<file path="src/rtl/countdown_timer.sv">
// Programmable down-counter with optional prescaler and auto-reload.
// Loaded with a duration, counts down while count_i is high, and flags expiry.
module countdown_timer #(
    parameter int WIDTH       = 8,
    parameter int PRESCALE    = 1,
    parameter int AUTO_RELOAD = 0
) (
    input  logic             clk_i,
    input  logic             reset_i,
    input  logic             load_i,
    input  logic [WIDTH-1:0] load_val_i,
    input  logic             count_i,
    input  logic             clear_i,
    output logic [WIDTH-1:0] time_o,
    output logic             running_o,
    output logic             expired_o,
    output logic             done_o
);

    localparam int PW = (PRESCALE > 1) ? $clog2(PRESCALE) : 1;
    localparam logic [PW-1:0] PRE_LAST = PW'(PRESCALE - 1);

    typedef enum logic [1:0] {
        ST_IDLE  = 2'd0,
        ST_ARMED = 2'd1,
        ST_RUN   = 2'd2,
        ST_DONE  = 2'd3
    } state_t;

    state_t           state_q, state_d;
    logic [WIDTH-1:0] time_q, time_d;
    logic [WIDTH-1:0] reload_q, reload_d;
    logic [PW-1:0]    presc_q, presc_d;
    logic             expired_q, expired_d;

    // State and datapath registers
    always_ff @(posedge clk_i or posedge reset_i) begin
        if (reset_i) begin
            state_q   <= ST_IDLE;
            time_q    <= '0;
            reload_q  <= '0;
            presc_q   <= '0;
            expired_q <= 1'b0;
        end else begin
            state_q   <= state_d;
            time_q    <= time_d;
            reload_q  <= reload_d;
            presc_q   <= presc_d;
            expired_q <= expired_d;
        end
    end

    // Next-state: clear beats load beats counting; expiry pulse only from a real decrement
    always_comb begin
        state_d   = state_q;
        time_d    = time_q;
        reload_d  = reload_q;
        presc_d   = presc_q;
        expired_d = 1'b0;
        if (clear_i) begin
            state_d = ST_IDLE;
            time_d  = '0;
            presc_d = '0;
        end else if (load_i) begin
            reload_d = load_val_i;
            time_d   = load_val_i;
            presc_d  = '0;
            if (load_val_i != '0) begin
                state_d = ST_ARMED;
            end else begin
                state_d = ST_IDLE;
            end
        end else begin
            case (state_q)
                ST_IDLE: begin
                    state_d = ST_IDLE;
                end
                ST_ARMED: begin
                    if (count_i) begin
                        state_d = ST_RUN;
                    end else begin
                        state_d = ST_ARMED;
                    end
                end
                ST_RUN: begin
                    if (!count_i) begin
                        state_d = ST_ARMED;
                    end else if (presc_q == PRE_LAST) begin
                        presc_d = '0;
                        if (time_q > WIDTH'(1)) begin
                            time_d = time_q - WIDTH'(1);
                        end else if (time_q == WIDTH'(1)) begin
                            expired_d = 1'b1;
                            if (AUTO_RELOAD != 0) begin
                                time_d = reload_q;
                            end else begin
                                time_d  = '0;
                                state_d = ST_DONE;
                            end
                        end else begin
                            time_d = '0;
                        end
                    end else begin
                        presc_d = presc_q + PW'(1);
                    end
                end
                ST_DONE: begin
                    state_d = ST_DONE;
                end
                default: begin
                    state_d = ST_IDLE;
                end
            endcase
        end
    end

    assign time_o    = time_q;
    assign running_o = (state_q == ST_RUN);
    assign done_o    = (state_q == ST_DONE);
    assign expired_o = expired_q;

endmodule

</file>
<file path="config.mk">
export PLATFORM = sky130hd
export DESIGN_NAME = countdown_timer
export DESIGN_NICKNAME = d
export VERILOG_FILES = /design/src/rtl/countdown_timer.sv
export SDC_FILE = /design/constraint.sdc
export NUM_CORES = 1
export LEC_CHECK = 0
export CORE_ASPECT_RATIO = 1.1
export CORE_UTILIZATION = 44
export CTS_CLUSTER_DIAMETER = 60
export DETAILED_ROUTE_END_ITERATION = 6
export PLACE_DENSITY_LB_ADDON = 0.08
export RECOVER_POWER = 50
export SYNTH_ARGS = -nofsm -noshare
export SYNTH_HDL_FRONTEND = slang
export SYNTH_SLANG_ARGS = --single-unit
export TNS_END_PERCENT = 100
</file>
<file path="constraint.sdc">
create_clock -name clk_i -period 2.3 [get_ports clk_i]
set_input_delay 0.23 -clock clk_i [delete_from_list [all_inputs] [get_ports clk_i]]
set_output_delay 0.23 -clock clk_i [all_outputs]
set_load 0.005 [all_outputs]
</file>
==> impl_metrics.prom, run 1 <==
# TYPE chip_impl_metric gauge
chip_impl_metric{name="drv_cap",unit=""} 0
chip_impl_info{name="synth-main-ff-cell",value="sky130_fd_sc_hd__dfrtp_1"} 1
chip_impl_metric{name="num-fill-cells",unit=""} 125
chip_impl_metric{name="final.period_utilization",unit=""} 0.8267
chip_impl_metric{name="start_util",unit=""} 0.4983
chip_impl_metric{name="die_w",unit="um"} 40.46
chip_impl_metric{name="floorplan.rows",unit=""} 14
chip_impl_metric{name="power.total",unit="mW"} 0.4753
chip_impl_info{name="clock-root-buffer",value="sky130_fd_sc_hd__clkbuf_4"} 1
chip_impl_metric{name="clk_latency",unit="ns"} 0.27
chip_impl_metric{name="pin_count_of_the_biggest_net_entering_global_routing",unit=""} 12
chip_impl_metric{name="cts_post_setup_buffers_inserted",unit=""} 0
chip_impl_metric{name="totalWireLength",unit="um"} 1736
chip_impl_metric{name="cts_max_path_buffers",unit=""} 2
chip_impl_metric{name="cp_data_arrival_time",unit="ns"} 2.07
chip_impl_metric{name="place.gp.congestion",unit=""} 0.8102
chip_impl_metric{name="timing.final.setup_violations",unit=""} 0
chip_impl_metric{name="layout_skew",unit="ns"} 0.003573
chip_impl_info{name="post-synth-top-count-cell",value="sky130_fd_sc_hd__dfrtp_1"} 1
chip_impl_metric{name="drive_gt1_frac",unit=""} 0.1143
chip_impl_metric{name="average_cell_area_after_synthesis",unit="um2"} 9.175
chip_impl_metric{name="drt-vias-per-instance",unit=""} 5.818
chip_impl_metric{name="core_box_area",unit="mm2"} 0.001436
chip_impl_metric{name="worst-endpoint-required",unit="ns"} 2.47
chip_impl_metric{name="drtIter0Drc",unit=""} 15
chip_impl_metric{name="ys_ff_latch",unit=""} 11
chip_impl_metric{name="critical_path.max_stage_delay",unit="ns"} 0.58
chip_impl_metric{name="power.density_cell_area",unit="mW/mm2"} 477.2
chip_impl_metric{name="grt_antenna_before_repair",unit=""} 0
chip_impl_metric{name="number_of_vias_in_the_routed_layout",unit=""} 704
chip_impl_metric{name="finalCriticalPeriod",unit="ns"} 1.901
chip_impl_metric{name="clock_transition_at_the_register_clock_pins_on_the_worst_setup_and_hold_paths_after_cts",unit="ns"} 0.07
chip_impl_info{name="crit_chain",value="or4_4 -> o311ai_4 -> o21ai_0 -> a21o_1"} 1
chip_impl_metric{name="power.static_leakage",unit="nW"} 0.4254
chip_impl_info{name="timing.critical_path.to_type",value="flip-flop"} 1
chip_impl_metric{name="fin_area",unit="um2"} 996.0
chip_impl_metric{name="routedWlPerCell",unit="um"} 14.35
chip_impl_metric{name="layout-area-overhead-vs-synth",unit="%"} 39.16
chip_impl_metric{name="fin_util",unit=""} 0.6934
chip_impl_info{name="timing.hold.worst.class",value="input pin to asynchronous set/reset pin"} 1
chip_impl_metric{name="dp.final_hpwl",unit="um"} 1308
chip_impl_metric{name="max_clock_freq",unit="GHz"} 0.5259
chip_impl_info{name="synthTopCellsByArea",value="sky130_fd_sc_hd__dfrtp_1, sky130_fd_sc_hd__a22oi_1, sky130_fd_sc_hd__o21ai_0, sky130_fd_sc_hd__nor2_1, sky130_fd_sc_hd__o311ai_4"} 1
chip_impl_metric{name="post_synth_instance_area",unit="um2"} 715.7
chip_impl_metric{name="hold_viol",unit=""} 0
chip_impl_metric{name="synth_fp_nets",unit=""} 93
chip_impl_metric{name="cts_inserted_buffers",unit=""} 3
chip_impl_info{name="timing.critical_path.slowest_stage_cell",value="sky130_fd_sc_hd__or4_4"} 1
chip_impl_metric{name="cts.repair.resized",unit=""} 0
chip_impl_metric{name="h-tree-depth",unit=""} 1
chip_impl_metric{name="vdd.ir_drop.worst",unit="V"} 0.0003274
chip_impl_metric{name="final_net_count",unit=""} 121
chip_impl_info{name="synth.largest_area_cell",value="sky130_fd_sc_hd__dfrtp_1"} 1
chip_impl_metric{name="number_of_enable_flip_flop_cells_after_synthesis",unit=""} 0
chip_impl_metric{name="netlist-cell-type-count",unit=""} 34
chip_impl_info{name="critPathKind",value="flip-flop to flip-flop"} 1
chip_impl_metric{name="globalRouteTotalUtil",unit=""} 0.2316
chip_impl_metric{name="insertedDiodeCount",unit=""} 0
chip_impl_metric{name="tightestPinTransition",unit="ns"} 0.5269
chip_impl_info{name="startpoint_type",value="flip-flop"} 1
chip_impl_metric{name="setup_total_negative_slack",unit="ns"} 0
chip_impl_metric{name="drc",unit=""} 0
chip_impl_metric{name="place.port_buffers",unit=""} 23
chip_impl_metric{name="grt_first_pass_wirelength",unit="um"} 2773
chip_impl_metric{name="first_global_vias",unit=""} 618
chip_impl_metric{name="tritoncts_num_sinks",unit=""} 11
chip_impl_metric{name="max-slew-margin-rel",unit=""} 0.6455
chip_impl_metric{name="seq_area_frac_synth",unit=""} 0.3846
chip_impl_metric{name="grt.overflow.total",unit=""} 0
chip_impl_metric{name="ys_async_sr_fraction",unit=""} 1.000
chip_impl_metric{name="firstDrtPassIters",unit=""} 4
chip_impl_info{name="cts_tree",value="yes"} 1
chip_impl_metric{name="placed_cell_area",unit="um2"} 969.7
chip_impl_info{name="result_of_the_run",value="finished, final reports clean"} 1
chip_impl_metric{name="finalHoldWorstSlack",unit="ns"} 0.3797
chip_impl_metric{name="final-max-slew-violation-count",unit=""} 0
chip_impl_metric{name="die_height",unit="um"} 44.30
chip_impl_metric{name="highest_fanout_seen_on_the_critical_path",unit=""} 8
chip_impl_metric{name="cts-hold-fix-buffers",unit=""} 0
chip_impl_metric{name="detail-route-antenna-nets",unit=""} 0
chip_impl_info{name="ys_top_cells_by_count",value="sky130_fd_sc_hd__dfrtp_1, sky130_fd_sc_hd__nor2_1, sky130_fd_sc_hd__o21ai_0, sky130_fd_sc_hd__nand2_1, sky130_fd_sc_hd__a22oi_1"} 1
chip_impl_info{name="rsz0062_at_grt",value="no"} 1
chip_impl_metric{name="top_level_ports",unit=""} 24
chip_impl_metric{name="synth_warnings",unit=""} 0
chip_impl_metric{name="yosysTopAreaCellShare",unit=""} 0.3846
chip_impl_metric{name="syn_inst",unit=""} 78
chip_impl_metric{name="fp.dieArea",unit="mm2"} 0.001792
placed cells by master (no fill, tap or decap), types with 2 or more instances in the layout:
cell type,n
sky130_fd_sc_hd__dfrtp_1,11
sky130_fd_sc_hd__or4_4,2
sky130_fd_sc_hd__o21ai_0,7
sky130_fd_sc_hd__nor2b_1,3
sky130_fd_sc_hd__nor4_1,4
sky130_fd_sc_hd__clkbuf_4,3
sky130_fd_sc_hd__dlygate4sd3_1,5
sky130_fd_sc_hd__nand3_1,2
sky130_fd_sc_hd__a22oi_1,5
sky130_fd_sc_hd__inv_1,4
sky130_fd_sc_hd__nor2_1,8
sky130_fd_sc_hd__clkdlybuf4s50_1,18
sky130_fd_sc_hd__nor3_1,2
sky130_fd_sc_hd__nand2_1,6
sky130_fd_sc_hd__ha_1,2
report_power, final:
group	total (mW)	internal [mW]	leakage (nW)	switching (mW)
clock	0.137	0.0673	0.0150	0.0697
combinational	0.119	0.0659	0.264	0.0530
sequential	0.219	0.203	0.147	0.0164
total	0.475	0.336	0.425	0.139
worst max-delay path: cells and delay by family (launching register included):
family          cells  cell delay (ns)
simple gates        1             0.58
compound gates      3             0.76
flops               1             0.46
per-stage QoR:
stage	setup slack (ns)	instances
detailed placement	0.4064	117
global route	0.3241	121
global placement	0.4489	117
floorplan	0.5246	78
CTS	0.4009	121
finish	0.3985	121
worst paths after layout:
path	startpoint	end	slack, ns	cells after the start
max in group asynchronous	reset_i	time_o[7]	1.62	2
max	time_o[4]	time_o[2]	0.40	4
min reg2reg	state_q[1]	state_q[1]	0.59	2
max reg2reg	time_o[4]	time_o[2]	0.40	4
min in group clk_i	count_i	state_q[1]	0.58	3
min	reset_i	time_o[3]	0.38	2
layer usage:
metal / up-vias / wire length [um] / GRT usage
met1: 336 / 815 / 0.3089
li1: 344 / - / -
met3: 4 / 64 / 0.05025
met4: 0 / 22 / 0.1200
met5: - / 0 / 0
met2: 20 / 833 / 0.3429
registers in the layout (all words and copies together) (netlist names):
| name | count |
|---|---|
| expired_o | 1 |
| time_o | 8 |
| state_q | 2 |
area by class of cell:
type	instances	area [um2]	share of cell area
multi-input combinational	62	421.7	0.4234
timing repair buffer	24	237.7	0.2387
clock buffer	4	26.28	0.02638
tap	16	20.02	0.02010
sequential	11	275.3	0.2764
inverter	4	15.01	0.01508
cell families (layout without fill, tap and decap cells):
| family | count (synthesis) | after routing | synth area share |
|---|---|---|---|
| simple gates | 34 | 34 | 0.2640 |
| compound gates | 23 | 23 | 0.2518 |
| flops | 11 | 11 | 0.3846 |
| buf+inv | 5 | 32 | 0.02621 |
| fa+ha+maj | 2 | 2 | 0.03496 |
| xor+xnor | 2 | 2 | 0.02448 |
| mux | 1 | 1 | 0.01399 |
Note: power is estimated with default switching activity, not from simulation.
==> run 2: changes to the inputs <==
- CORE_UTILIZATION: 44 -> 39
- clock period: 2.3 -> 1.6 ns (I/O delays scaled with it)
==> impl_metrics.prom, run 2 (synthesis gave the netlist of run 1 again) <==
# TYPE chip_impl_metric gauge
chip_impl_metric{name="drive_gt1_frac",unit=""} 0.2742
chip_impl_metric{name="layout-area-overhead-vs-synth",unit="%"} 62.41
chip_impl_metric{name="drt-vias-per-instance",unit=""} 5.674
chip_impl_metric{name="tritoncts_num_sinks",unit=""} 11
chip_impl_metric{name="power.static_leakage",unit="nW"} 0.5506
chip_impl_metric{name="pin_count_of_the_biggest_net_entering_global_routing",unit=""} 12
chip_impl_info{name="rsz0062_at_grt",value="yes"} 1
chip_impl_metric{name="power.share.clock",unit=""} 0.277
chip_impl_metric{name="floorplan.rows",unit=""} 15
chip_impl_metric{name="place.port_buffers",unit=""} 23
chip_impl_metric{name="cts-hold-fix-buffers",unit=""} 0
chip_impl_metric{name="firstDrtPassIters",unit=""} 4
chip_impl_metric{name="vdd.ir_drop.worst",unit="V"} 0.0005465
chip_impl_metric{name="drv_cap",unit=""} 0
chip_impl_metric{name="cts_max_path_buffers",unit=""} 2
chip_impl_metric{name="max-slew-margin-rel",unit=""} 0.4604
chip_impl_info{name="startpoint_type",value="flip-flop"} 1
chip_impl_info{name="result_of_the_run",value="finished, violations left"} 1
chip_impl_metric{name="fp.dieArea",unit="mm2"} 0.002011
chip_impl_metric{name="place.gp.congestion",unit=""} 0.8342
chip_impl_metric{name="die_w",unit="um"} 42.85
chip_impl_metric{name="insertedDiodeCount",unit=""} 0
chip_impl_metric{name="top_level_ports",unit=""} 24
chip_impl_metric{name="worst-endpoint-required",unit="ns"} 1.77
chip_impl_metric{name="routedWlPerCell",unit="um"} 14.79
chip_impl_metric{name="hold_viol",unit=""} 0
chip_impl_metric{name="r2r.worst_path.cells",unit=""} 5
chip_impl_metric{name="internal_cell_power",unit="mW"} 0.5205
chip_impl_info{name="highest_layer",value="met4"} 1
chip_impl_metric{name="clock_transition_at_the_register_clock_pins_on_the_worst_setup_and_hold_paths_after_cts",unit="ns"} 0.08
chip_impl_metric{name="core_box_area",unit="mm2"} 0.001633
chip_impl_metric{name="clk_latency",unit="ns"} 0.28
chip_impl_metric{name="number_of_vias_in_the_routed_layout",unit=""} 800
chip_impl_info{name="critical_path.reg2reg.endpoint",value="time_o[7]"} 1
chip_impl_info{name="crit-reg2reg-launch",value="time_o[7]"} 1
chip_impl_metric{name="drc",unit=""} 0
chip_impl_info{name="critPathKind",value="flip-flop to flip-flop"} 1
chip_impl_metric{name="layout_setup_ws",unit="ns"} -0.1011
chip_impl_metric{name="power.density_cell_area",unit="mW/mm2"} 640.2
chip_impl_metric{name="grt_antenna_before_repair",unit=""} 0
chip_impl_metric{name="power.total",unit="mW"} 0.7441
chip_impl_metric{name="met3RoutedLength",unit="um"} 105
chip_impl_metric{name="cp_data_arrival_time",unit="ns"} 1.88
chip_impl_metric{name="final-max-slew-violation-count",unit=""} 0
chip_impl_metric{name="detail-route-antenna-nets",unit=""} 0
chip_impl_metric{name="drtIter0Drc",unit=""} 14
chip_impl_info{name="timing.hold.worst.class",value="input pin to asynchronous set/reset pin"} 1
chip_impl_metric{name="timing.final.setup_violations",unit=""} 7
chip_impl_metric{name="finish.cell_count_without_fillers",unit=""} 141
chip_impl_metric{name="combPwrFrac",unit=""} 0.313
chip_impl_metric{name="grt_first_pass_wirelength",unit="um"} 3263
chip_impl_metric{name="final_net_count",unit=""} 140
chip_impl_info{name="critical_path.endpoint",value="time_o[7]"} 1
chip_impl_metric{name="layout_skew",unit="ns"} 0.0009870
chip_impl_metric{name="start_util",unit=""} 0.4383
chip_impl_metric{name="final.period_utilization",unit=""} 1.063
chip_impl_metric{name="grt.overflow.total",unit=""} 0
chip_impl_metric{name="routed-wl-met2",unit="um"} 1076
chip_impl_info{name="final_cell_mix",value="sky130_fd_sc_hd__buf_4, sky130_fd_sc_hd__clkdlybuf4s50_1, sky130_fd_sc_hd__dfrtp_1, sky130_fd_sc_hd__nor2_1, sky130_fd_sc_hd__o21ai_0"} 1
chip_impl_metric{name="fin_util",unit=""} 0.7119
chip_impl_metric{name="finalCriticalPeriod",unit="ns"} 1.701
chip_impl_metric{name="cts_post_setup_buffers_inserted",unit=""} 0
chip_impl_metric{name="first_global_vias",unit=""} 724
chip_impl_metric{name="setup_total_negative_slack",unit="ns"} -0.5450
chip_impl_metric{name="largest_reg_flops",unit=""} 8
chip_impl_metric{name="post_route_met1_wirelength",unit="um"} 867
chip_impl_metric{name="die_height",unit="um"} 46.93
chip_impl_metric{name="cts_inserted_buffers",unit=""} 3
chip_impl_metric{name="h-tree-depth",unit=""} 1
chip_impl_metric{name="p_sw",unit="mW"} 0.2236
chip_impl_info{name="leading_cell_type_in_the_layout_fill_and_taps_excluded",value="sky130_fd_sc_hd__buf_4"} 1
chip_impl_info{name="clock-root-buffer",value="sky130_fd_sc_hd__clkbuf_4"} 1
chip_impl_metric{name="highest_fanout_seen_on_the_critical_path",unit=""} 5
chip_impl_metric{name="swShare",unit=""} 0.3005
chip_impl_metric{name="seqPwrFrac",unit=""} 0.410
chip_impl_metric{name="dp.final_hpwl",unit="um"} 1610
chip_impl_metric{name="regToRegSetupSlack",unit="ns"} -0.10
chip_impl_metric{name="post-place-cells",unit=""} 137
chip_impl_metric{name="globalRouteTotalUtil",unit=""} 0.2281
chip_impl_info{name="timing.critical_path.to_type",value="flip-flop"} 1
chip_impl_info{name="violations",value="negative setup slack"} 1
chip_impl_metric{name="tightestPinTransition",unit="ns"} 0.8033
chip_impl_metric{name="totalWireLength",unit="um"} 2086
chip_impl_metric{name="max_clock_freq",unit="GHz"} 0.5879
chip_impl_info{name="setup.worst_path.start",value="time_o[7]"} 1
chip_impl_info{name="cts_tree",value="yes"} 1
## run 2: cell count changes in the layout (fill, tap and decap cells not counted), sizes merged
cell,previous run,this run
clkdlybuf4s50,18,19
dlymetal6s2s,0,2
dlygate4sd3,5,2
buf,1,20
## run 2: how the worst min path moves through the flow
stage | startpoint | slack, ns | cells after the start | to
5_1_grt | reset_i | 0.36 | 2 | time_o[7]
3_3_place_gp | reset_i | 0.49 | 2 | time_o[3]
6_report | reset_i | 0.32 | 2 | time_o[7]
3_5_place_dp | reset_i | 0.50 | 2 | expired_o
2_1_floorplan | reset_i | 0.01 | 1 | expired_o
4_1_cts | reset_i | 0.20 | 2 | expired_o
## run 2: timing repair
action / 4_1_cts / 5_1_grt
endpoints found under the setup margin: 7 / 11
pin swaps: 0 / 1
gates resized for setup: 0 / 5
## run 2: layout make-up
cell class	count	area (um2)
repair buffers	43	385.4
fillers	135	470.5
multi-input cells	62	439.2
well taps	17	21.27
inverters	4	15.01
clock buffers	4	26.28
flip-flops and latches	11	275.3
## run 2: power groups by stage
stage               Clock [mW]  Combinational (mW)  Sequential (mW)
floorplan                    0              0.0928            0.316
global placement             0               0.224            0.310
detailed placement           0               0.228            0.311
CTS                      0.208               0.229            0.305
global route             0.225               0.254            0.307
finish                   0.206               0.233            0.305
## run 2: metrics by stage
step                setup WS, ns  hold WS, ns  instance area (um2)
floorplan                -0.1103      0.01244                715.7
global placement         -0.1872       0.4902                 1114
detailed placement       -0.2187       0.4968                 1114
global route             -0.1558       0.3597                 1162
CTS                     -0.09880       0.2004                 1140
finish                   -0.1011       0.3182                 1162
## run 2: routing by layer
layer	up-vias	track usage
met3	5	0.04615
met4	0	0.1125
met2	27	0.3970
met1	384	0.2738
met5	-	0
li1	384	-
## run 2: worst max-delay path, cell delays in order (launching register included)
cell	delay (ns)
sky130_fd_sc_hd__dfrtp_1	0.38
sky130_fd_sc_hd__or4_4	0.56
sky130_fd_sc_hd__o311ai_4	0.31
sky130_fd_sc_hd__buf_4	0.21
sky130_fd_sc_hd__a21o_2	0.09
sky130_fd_sc_hd__nand2_1	0.04
